===== src/rtl/aes_icipher_ctrl_pkg.sv =====
// Shared constants and controller register types for the inverse-cipher sequencer.
// Feature macro AES_ICIPHER_RR_EN (round-robin arbitration) is consumed by aes_icipher_ctrl.
package aes_const;
  localparam int NB     = 4;
  localparam int NR     = 10;
  localparam int NBYTES = 4 * NB;
endpackage

package aes_wire;
  import aes_const::*;

  localparam int TMO_DEF = NR + 4;
  localparam int WDOG_W  = $clog2(TMO_DEF + 1);

  typedef enum logic [1:0] {
    IDLE   = 2'd0,
    LAUNCH = 2'd1,
    BUSY   = 2'd2,
    HOLD   = 2'd3
  } ctrl_state_t;

  typedef struct packed {
    ctrl_state_t       state;
    logic              owner;
    logic [WDOG_W-1:0] wdog;
    logic              rr_ptr;
  } ctrl_reg_type;

  localparam ctrl_reg_type CTRL_RESET = '{
    state:  IDLE,
    owner:  1'b0,
    wdog:   '0,
    rr_ptr: 1'b0
  };

  // Saturating watchdog step: the counter parks at all-ones instead of wrapping.
  function automatic logic [WDOG_W-1:0] wdog_step(input logic [WDOG_W-1:0] w);
    return (&w) ? w : w + 1'b1;
  endfunction
endpackage


===== src/rtl/aes_rr_arb2.sv =====
// Two-way combinational grant; i_ptr names the requester that wins a tie.
// Only instantiated when AES_ICIPHER_RR_EN is defined.
module aes_rr_arb2 (
  input  logic [1:0] i_req,
  input  logic       i_ptr,
  output logic [1:0] o_gnt
);
  always_comb begin
    o_gnt = 2'b00;
    if (i_ptr) begin
      o_gnt[1] = i_req[1];
      o_gnt[0] = i_req[0] & ~i_req[1];
    end else begin
      o_gnt[0] = i_req[0];
      o_gnt[1] = i_req[1] & ~i_req[0];
    end
  end
endmodule


===== src/rtl/aes_icipher_ctrl.sv =====
// Sequencer and 2-port arbiter in front of one aes_icipher_state engine.
// Define AES_ICIPHER_RR_EN for round-robin arbitration; default is fixed priority to requester 0.
module aes_icipher_ctrl
  import aes_const::*;
  import aes_wire::*;
#(
  parameter int NREQ = 2,
  parameter int TMO  = TMO_DEF
) (
  input  logic                               clk,
  input  logic                               rst,
  input  logic [NREQ-1:0]                    req_valid,
  input  logic [NREQ-1:0][0:NBYTES-1][7:0]   req_data,
  output logic [NREQ-1:0]                    req_ready,
  output logic [NREQ-1:0]                    rsp_valid,
  input  logic [NREQ-1:0]                    rsp_ready,
  output logic [0:NBYTES-1][7:0]             rsp_data,
  output logic [0:NBYTES-1][7:0]             eng_data,
  output logic                               eng_enable,
  input  logic [0:NBYTES-1][7:0]             eng_data_out,
  input  logic                               eng_ready,
  output logic                               err_timeout,
  output logic [1:0]                         dbg_state
);

  // Handshakes: a transfer happens on a posedge where valid and ready are both 1;
  // req_ready never depends on anything but req_valid and registered state.
  ctrl_reg_type            r_ctrl;
  ctrl_reg_type            w_rin;
  logic [0:NBYTES-1][7:0]  r_in_buf;
  logic [0:NBYTES-1][7:0]  r_out_buf;
  logic [NREQ-1:0]         w_gnt;
  logic [NREQ-1:0]         w_req_ready;
  logic                    w_load_in;
  logic                    w_load_out;
  logic                    w_timeout;

`ifdef AES_ICIPHER_RR_EN
  aes_rr_arb2 u_arb (
    .i_req (req_valid),
    .i_ptr (r_ctrl.rr_ptr),
    .o_gnt (w_gnt)
  );
`else
  assign w_gnt = {req_valid[1] & ~req_valid[0], req_valid[0]};
`endif

  always_comb begin
    w_rin       = r_ctrl;
    w_req_ready = '0;
    w_load_in   = 1'b0;
    w_load_out  = 1'b0;
    w_timeout   = 1'b0;
    unique case (r_ctrl.state)
      IDLE: begin
        w_req_ready = w_gnt;
        if (|w_gnt) begin
          w_load_in   = 1'b1;
          w_rin.owner = w_gnt[1];
          w_rin.state = LAUNCH;
`ifdef AES_ICIPHER_RR_EN
          w_rin.rr_ptr = ~w_gnt[1];
`endif
        end
      end
      LAUNCH: begin
        w_rin.wdog  = '0;
        w_rin.state = BUSY;
      end
      BUSY: begin
        w_rin.wdog = wdog_step(r_ctrl.wdog);
        if (eng_ready) begin
          w_load_out  = 1'b1;
          w_rin.state = HOLD;
        end else if (r_ctrl.wdog == WDOG_W'(TMO - 1)) begin
          // Engine never answered: drop the block, the requester must resubmit.
          w_timeout   = 1'b1;
          w_rin.state = IDLE;
        end
      end
      HOLD: begin
        if (rsp_ready[r_ctrl.owner]) w_rin.state = IDLE;
      end
      default: w_rin = CTRL_RESET;
    endcase
  end

  always_ff @(posedge clk or negedge rst) begin
    if (!rst) r_ctrl <= CTRL_RESET;
    else      r_ctrl <= w_rin;
  end

  always_ff @(posedge clk or negedge rst) begin
    if (!rst) begin
      r_in_buf  <= '0;
      r_out_buf <= '0;
    end else begin
      if (w_load_in)  r_in_buf  <= req_data[w_gnt[1]];
      if (w_load_out) r_out_buf <= eng_data_out;
    end
  end

  assign req_ready   = w_req_ready;
  assign eng_enable  = (r_ctrl.state == LAUNCH);
  assign eng_data    = r_in_buf;
  assign rsp_valid   = (r_ctrl.state == HOLD) ? {r_ctrl.owner, ~r_ctrl.owner} : 2'b00;
  assign rsp_data    = r_out_buf;
  assign err_timeout = w_timeout;
  assign dbg_state   = r_ctrl.state;

endmodule


===== config.mk =====
export PLATFORM = sky130hd
export DESIGN_NAME = aes_icipher_ctrl
export DESIGN_NICKNAME = d
export VERILOG_FILES = /design/src/rtl/aes_icipher_ctrl_pkg.sv /design/src/rtl/aes_rr_arb2.sv /design/src/rtl/aes_icipher_ctrl.sv
export SDC_FILE = /design/constraint.sdc
export NUM_CORES = 1
export LEC_CHECK = 0
export ABC_AREA = 1
export CORE_AREA = 2 2 256 258
export CTS_BUF_LIST = sky130_fd_sc_hd__clkbuf_4 sky130_fd_sc_hd__clkbuf_8
export DETAILED_ROUTE_END_ITERATION = 16
export DIE_AREA = 0 0 258 260
export GPL_ROUTABILITY_DRIVEN = 1
export SLEW_MARGIN = 10
export SYNTH_ARGS = -nofsm -noshare
export SYNTH_HDL_FRONTEND = slang
export SYNTH_HIERARCHICAL = 1
export SYNTH_SLANG_ARGS = --single-unit

===== constraint.sdc =====
create_clock -name clk -period 1.1 [get_ports clk]
set_input_delay 0.165 -clock clk [delete_from_list [all_inputs] [get_ports clk]]
set_output_delay 0.165 -clock clk [all_outputs]
set_load 0.01 [all_outputs]

; Yosys cells after proc, flatten, opt, wreduce, memory -nomap -nowiden
; Cells that the tools add are included.
[totals]
regBits = 263
output_inout_bits = 264
[classes]
n_mux = 20
n_addsub = 1
n_lt_le_gt_ge = 2
bitwise = 3
reduce_logical = 7
eq_ne = 8
[op_table]
columns = op, n
row1 = 128-bit two-way mux, 2
row2 = 2-bit two-way mux, 5
row3 = 1-bit two-way mux, 9
row4 = 2-bit case mux with 4 select lines, 1
row5 = 4-bit case mux with 2 select lines, 1
row6 = 2-bit != test (second input constant), 3
row7 = 4-bit by 1-bit adder with 4-bit output (second input constant), 1
row8 = 2-bit == test (second input constant), 2
row9 = 4-bit == test (second input constant), 1
row10 = 1-bit by 2-bit < comparator with 1-bit output (second input constant), 2
row11 = 4-bit two-way mux, 1
row12 = 2-bit AND reduction, 2
row13 = 4-bit AND reduction, 1
row14 = 3-bit two-way mux, 1
row15 = 3-bit != test (second input constant), 1
row16 = 3-bit AND reduction, 1
row17 = 2-bit by 1-bit == test with 1-bit output (second input constant), 1
row18 = 2-bit logical NOT, 1
row19 = 1-bit NOT, 2
row20 = 2-bit nonzero test, 1
row21 = 2-bit OR reduction, 1
row22 = 1-bit bitwise AND, 1

; Logic depth before layout (Yosys ltp)
; Gate-level depths: netlist (run 1).
[depth]
word_depth = 5
depth_mapped = 8

; Least setup slack after synthesis (run 1)
; Ideal clock, no wire load.
[synth_timing]
path_type = register -> output
start = register r_ctrl, in the netlist dbg_state[1]
end = output err_timeout
arrival_time_ns = 1.082
path_slack_ns = -0.147
path_stages_with_launch = 6
required_ns = 0.935
cell_sequence = dfrtp_1 -> inv_2 -> nor2_4 -> buf_2 -> inv_1 -> nor3_1
[synth_between]
elab_chain_cells = 2
[synth_lines]
columns = element, line
row1 = start: declaration, aes_icipher_ctrl.sv:28  ; ctrl_reg_type r_ctrl;
row2 = start signal: assignment, aes_icipher_ctrl.sv:90  ; else r_ctrl <= w_rin;
row3 = 2-bit == test, aes_icipher_ctrl.sv:54  ; unique case (r_ctrl.state)
row4 = 1-bit two-way mux, aes_icipher_ctrl.sv:54
row5 = end: declaration, aes_icipher_ctrl.sv:22  ; output logic err_timeout,
; Every way passes these cells.

; Final worst setup path (run 1)
[layout_timing]
start = register r_ctrl, in the netlist dbg_state[0]
end = output err_timeout
; The elaborated chain is that of the path after synthesis.

==> results of run 1 <==
-- per-layer routing --
| layer | vias to the layer above | wire (µm) | GRT usage [%] |
|---|---|---|---|
| met5 | - | 0 | 0 |
| met1 | 5956 | 21500 | 18.1 |
| li1 | 6395 | - | - |
| met3 | 99 | 3040 | 3.01 |
| met2 | 401 | 24900 | 24.4 |
| met4 | 0 | 1670 | 5.35 |
-- worst min-delay path by stage --
stage                                 start                   endpoint  slack (ns)  cells past startpoint
after global placement                  rst   rsp_data[46]$_DFFE_PN0P_        0.01                      1
after CTS                 eng_data_out[101]  rsp_data[101]$_DFFE_PN0P_        0.01                      3
after detailed placement                rst   rsp_data[46]$_DFFE_PN0P_        0.02                      1
after global routing       eng_data_out[47]   rsp_data[47]$_DFFE_PN0P_        0.05                      3
final                      eng_data_out[39]   rsp_data[39]$_DFFE_PN0P_        0.10                      3
after floorplan                         rst   dbg_state[0]$_DFFE_PN0P_       -0.13                      0
-- where the power goes --
part           switching, µW  internal [µW]  leakage [µW]
clock                   4490           6070      0.000572
sequential              3100          14200       0.00329
combinational          13700          14600       0.00759
-- critical path, delay by kind of cell, from the launching register on --
kind	cells	cell delay, ns
DFF	1	0.38
buffers and inverters	3	0.37
and+or+nand+nor	2	0.27
-- registers in the layout, indices dropped and copies added (netlist names) --
register	count
dbg_state	2
r_ctrl	5
eng_data	128
rsp_data	128
-- cells in the mapped netlist, drive strengths merged --
cell	n	area, µm²
buf	77	409
clkbuf	23	86.3
dfrtp	263	6580
ha	2	25.0
inv	140	526
nand2	778	2920
nand3	139	696
nor2	7	36.3
nor3	2	10.0
o21ai	132	664
o21bai	1	7.51
o22ai	1	6.26
xnor2	1	8.76
xor2	1	8.76
-- kinds of logic (layout without fill, tap and decap cells) --
family,after synthesis,after routing,synth area share [%]
simple gates,926,926,30.6
fa+ha+maj,2,2,0.209
compound gates,134,134,5.66
other cells,0,1,0
xor+xnor,2,2,0.146
flops,263,263,54.9
buf+inv,240,1061,8.52
-- cell type report --
class                           instances  area, µm²
Tap cell                              855       1070
Inverter                              140        541
Timing Repair inverter                  2       17.5
Clock buffer                           76        971
Fill cell                            6646      41800
Antenna cell                            1       2.50
Clock inverter                         11        114
Sequential cell                       263       6580
Multi-Input combinational cell       1064       4810
Timing Repair Buffer                  832       8220
-- metrics by stage --
step | setup slack, ns | cell area (µm²) | TNS [ns]
6_report | -0.698 | 22300 | -153.16
5_1_grt | -0.811 | 22300 | -194.52
4_1_cts | -0.818 | 21900 | -194.92
3_5_place_dp | -0.728 | 20100 | -117.02
3_3_place_gp | -0.727 | 20100 | -115.56
2_1_floorplan | -0.0903 | 12200 | -18.08
-- repair_timing --
action                                 4_1_cts  5_1_grt
setup endpoints to repair                  527      539
hold buffers                                 2        0
endpoints found under the hold margin      263        0
pin swaps                                   31       37
resized for setup                         1358      121
setup buffers                               61        8
gates cloned                                13        3
-- layout by cell type, fill, tap and decap left out, drive strengths merged, types with 2 or more instances in the layout --
cell type      netlist  routed
nand2              778     778
buf                 77     439
clkdlybuf4s50        0     388
dfrtp              263     263
inv                140     140
nand3              139     139
o21ai              132     132
clkbuf              23      79
clkinv               0       9
nor2                 7       7
nor3                 2       2
clkinvlp             0       2
bufinv               0       2
ha                   2       2
==> metrics.cfg, run 1 <==
[critical_path]
slowest_stage = dfrtp_1
cp_max_fo = 2
cp.required_ns = 0.94
endpoint = err_timeout
rr_endpoint = eng_data[97]$_DFFE_PN0P_
end_kind = primary output
arrival_ns = 1.63
cp-start-kind = flop
slowest_delay_ns = 0.38
reg2reg_slack_ns = -0.55
reg2reg_from = dbg_state[0]$_DFFE_PN0P_
crit_type = reg -> out
ff2ff_path_depth = 9
crit_path_start = dbg_state[0]$_DFFE_PN0P_
path_cells = buf_4, nor2_4, inv_1, nor3_4, buf_6

[floorplan]
start_util_pct = 18.7
die_h_um = 260
rows = 93
core-area_mm2 = 0.0641
ios = 655
die_w_um = 258
dieArea_mm2 = 0.0671

[sta]
tightest_slew_ns = 0.744
holdWs_ns = 0.105
fin_crit_ns = 1.80
skew_ns = 0.0138
fin_crit_sh_pct = 163
hold_viol = 0
worst_slack_ns = -0.698
setup_viol = 527
report.final.slew_viol_count = 0
max_slew_margin_pct = 50.3
fmax_mhz = 556
rsz0062_at_grt = true

[routing]
drt_pass1_iterations = 5
routed_wl_mm = 51.1
drt_iter0_drc = 743
vias_per_cell = 3.96
ant_nets = 0
vias = 12900
wire_per_inst_um = 15.7
drc = 0

[finish]
drive_gt1_share_pct = 27.1
area_growth_pct = 86.3
final_net_count = 2746
post-route-util_pct = 34.8
final_cells = 3244

[placement]
hpwl_mm = 36.0
placed_cells = 3077
gp_congestion = 0.873
place.port_buffers = 654

[clocking]
htree_levels = 2
cts_tree = yes
numCtsBuffers = 50
worstSkewPairLatency_ns = 0.61
cts_sinks = 263
cts.clk_slew.worst_paths_ns = 0.06
clock_path_buffers = 3
clock-root-buffer = clkbuf_8

[synthesis]
ys_seq_area_share_pct = 54.9
syn_nets = 1960
synth_cell_types = 20
netlist_instances = 1567
synth_area_per_cell_um2 = 7.65
synth_area_mm2 = 0.0120
ys_warn_count = 6
ys_ff_latch = 263

[pwr]
power.total_uw = 56200
power_density_mw_per_mm2 = 2520
p_leak_uw = 0.0115
peakVddDrop_uv = 1250

[min_path]
hold_class = in -> reg

[grt]
grt_max_degree = 66
antenna_found_initial = 2
grtUsageTotal_pct = 14.4
grt_pass1_wl_mm = 75.4
grt_pass1_vias = 12700
gr-total-overflow = 0

[status]
failed_checks = negative setup slack
outcome = complete, but fails checks

[job]
cap_violations = 0

(Power assumes the default switching activity.)
==> inputs of run 2 (changes only) <==
- SKIP_CTS_REPAIR_TIMING: not set -> 1
==> metrics.cfg, run 2 (same netlist as run 1, synthesis figures left out) <==
[sta]
fmax_mhz = 555
fin_crit_sh_pct = 164
tightest_slew_ns = 0.790
hold_viol = 0
rsz0062_at_grt = true
worst_slack_ns = -0.703
setup_viol = 539
holdWs_ns = 0.106
report.final.slew_viol_count = 0
skew_ns = 0.0165
fin_crit_ns = 1.80
max_slew_margin_pct = 47.2

[clocking]
clock_path_buffers = 3
numCtsBuffers = 50
cts.clk_slew.worst_paths_ns = 0.06
htree_levels = 2
cts_sinks = 263
clock-root-buffer = clkbuf_8
cts_tree = yes
worstSkewPairLatency_ns = 0.61

[routing]
drt_iter0_drc = 737
vias = 12800
vias_per_cell = 3.94
drc = 0
routed_wl_mm = 50.4
drt_pass1_iterations = 5
wire_per_inst_um = 15.5
ant_nets = 0

[floorplan]
die_h_um = 260
die_w_um = 258
start_util_pct = 18.7
rows = 93
dieArea_mm2 = 0.0671
ios = 655
core-area_mm2 = 0.0641

[critical_path]
cp_max_fo = 2
cp.required_ns = 0.94
crit_type = reg -> out
reg2reg_slack_ns = -0.45
slowest_stage = dfrtp_1
arrival_ns = 1.64
reg2reg_from = dbg_state[0]$_DFFE_PN0P_
rr_endpoint = eng_data[0]$_DFFE_PN0P_
endpoint = err_timeout
end_kind = primary output
crit_path_start = r_ctrl[2]$_DFFE_PN0P_
path_cells = inv_2, ha_4, nand3_4, nor3_4, buf_6
cp-start-kind = flop
ff2ff_path_depth = 7
slowest_delay_ns = 0.38

[status]
failed_checks = negative setup slack
outcome = complete, but fails checks

[finish]
final_net_count = 2759
layout_commonest_cell = nand2_1
post-route-util_pct = 34.0
area_growth_pct = 82.1
drive_gt1_share_pct = 25.2
final_cell_mix = nand2_1, clkdlybuf4s50_1, dfrtp_1, buf_4, nand3_1

[min_path]
hold_class = in -> reg

[job]
cap_violations = 0

[placement]
gp_congestion = 0.873
place.port_buffers = 654
hpwl_mm = 36.0

[grt]
grt_pass1_vias = 12400
antenna_found_initial = 2
grt_max_degree = 66
gr-total-overflow = 0
grtUsageTotal_pct = 13.6
grt_pass1_wl_mm = 71.9

[pwr]
peakVddDrop_uv = 1160
p_leak_uw = 0.0113
power_density_mw_per_mm2 = 2490

-- run 2: cell count changes in the layout (fill, tap and decap cells not counted), sizes merged --
cell	before	now
dlygate4sd3	1	2
clkinv	9	6
inv	140	142
clkbuf	79	217
dlymetal6s2s	1	0
buf	439	315
-- run 2: through the flow --
| stage | cell area (µm²) | worst slack (ns) | power [µW] | TNS, ns | std cells |
|---|---|---|---|---|---|
| finish | 21800 | -0.703 | 54300 | -132.17 | 3257 |
| global placement | 20100 | -0.727 | 41300 | -115.56 | 3077 |
| global route | 21800 | -0.821 | 57800 | -174.72 | 3257 |
| CTS | 21200 | -1.33 | 52500 | -276.91 | 3164 |
| detailed placement | 20100 | -0.728 | 41400 | -117.02 | 3077 |
| floorplan | 12200 | -0.0903 | 27000 | -18.08 | 1567 |
-- run 2: layout make-up --
| cell class | count | area, µm² |
|---|---|---|
| Timing Repair inverter | 1 | 8.76 |
| Timing Repair Buffer | 846 | 7920 |
| Fill cell | 6723 | 42300 |
| Sequential cell | 263 | 6590 |
| Antenna cell | 1 | 2.50 |
| Tap cell | 855 | 1070 |
| Clock inverter | 11 | 114 |
| Inverter | 140 | 533 |
| Multi-Input combinational cell | 1064 | 4620 |
| Clock buffer | 76 | 971 |
-- run 2: worst min path at each step --
| stage | from | to | depth (start not counted) | slack [ns] |
|---|---|---|---|---|
| floorplan | rst | dbg_state[0]$_DFFE_PN0P_ | 0 | -0.13 |
| global placement | rst | rsp_data[46]$_DFFE_PN0P_ | 1 | 0.01 |
| detailed placement | rst | rsp_data[46]$_DFFE_PN0P_ | 1 | 0.02 |
| CTS | rst | eng_data[53]$_DFFE_PN0P_ | 1 | -0.69 |
| global route | eng_data_out[47] | rsp_data[47]$_DFFE_PN0P_ | 3 | 0.05 |
| finish | eng_data_out[101] | rsp_data[101]$_DFFE_PN0P_ | 3 | 0.11 |
-- run 2: power breakdown --
part	leakage (µW)	internal, µW	switching, µW	total, µW
clock	0.000572	6070	4480	10600
combinational	0.00741	13300	13200	26500
sequential	0.00328	14200	3010	17200
-- run 2: layer usage --
| layer | track usage [%] | vias to the layer above | routed length [µm] |
|---|---|---|---|
| met3 | 3.18 | 98 | 3330 |
| met2 | 23.2 | 420 | 24800 |
| met1 | 16.6 | 5915 | 20700 |
| met5 | 0 | - | 0 |
| met4 | 4.85 | 0 | 1590 |
| li1 | - | 6404 | - |
-- run 2: critical path: cells and delay by family (launching register included) --
kind	cells	cell delay, ns
fa+ha+maj	1	0.13
simple gates	2	0.31
buf+inv	2	0.22
flops	1	0.38
==> inputs of run 3 (changes only) <==
- GPL_TIMING_DRIVEN: not set -> 1
==> results of run 3 <==
No change in the layout: final DEF, timing and power equal those of run 2.
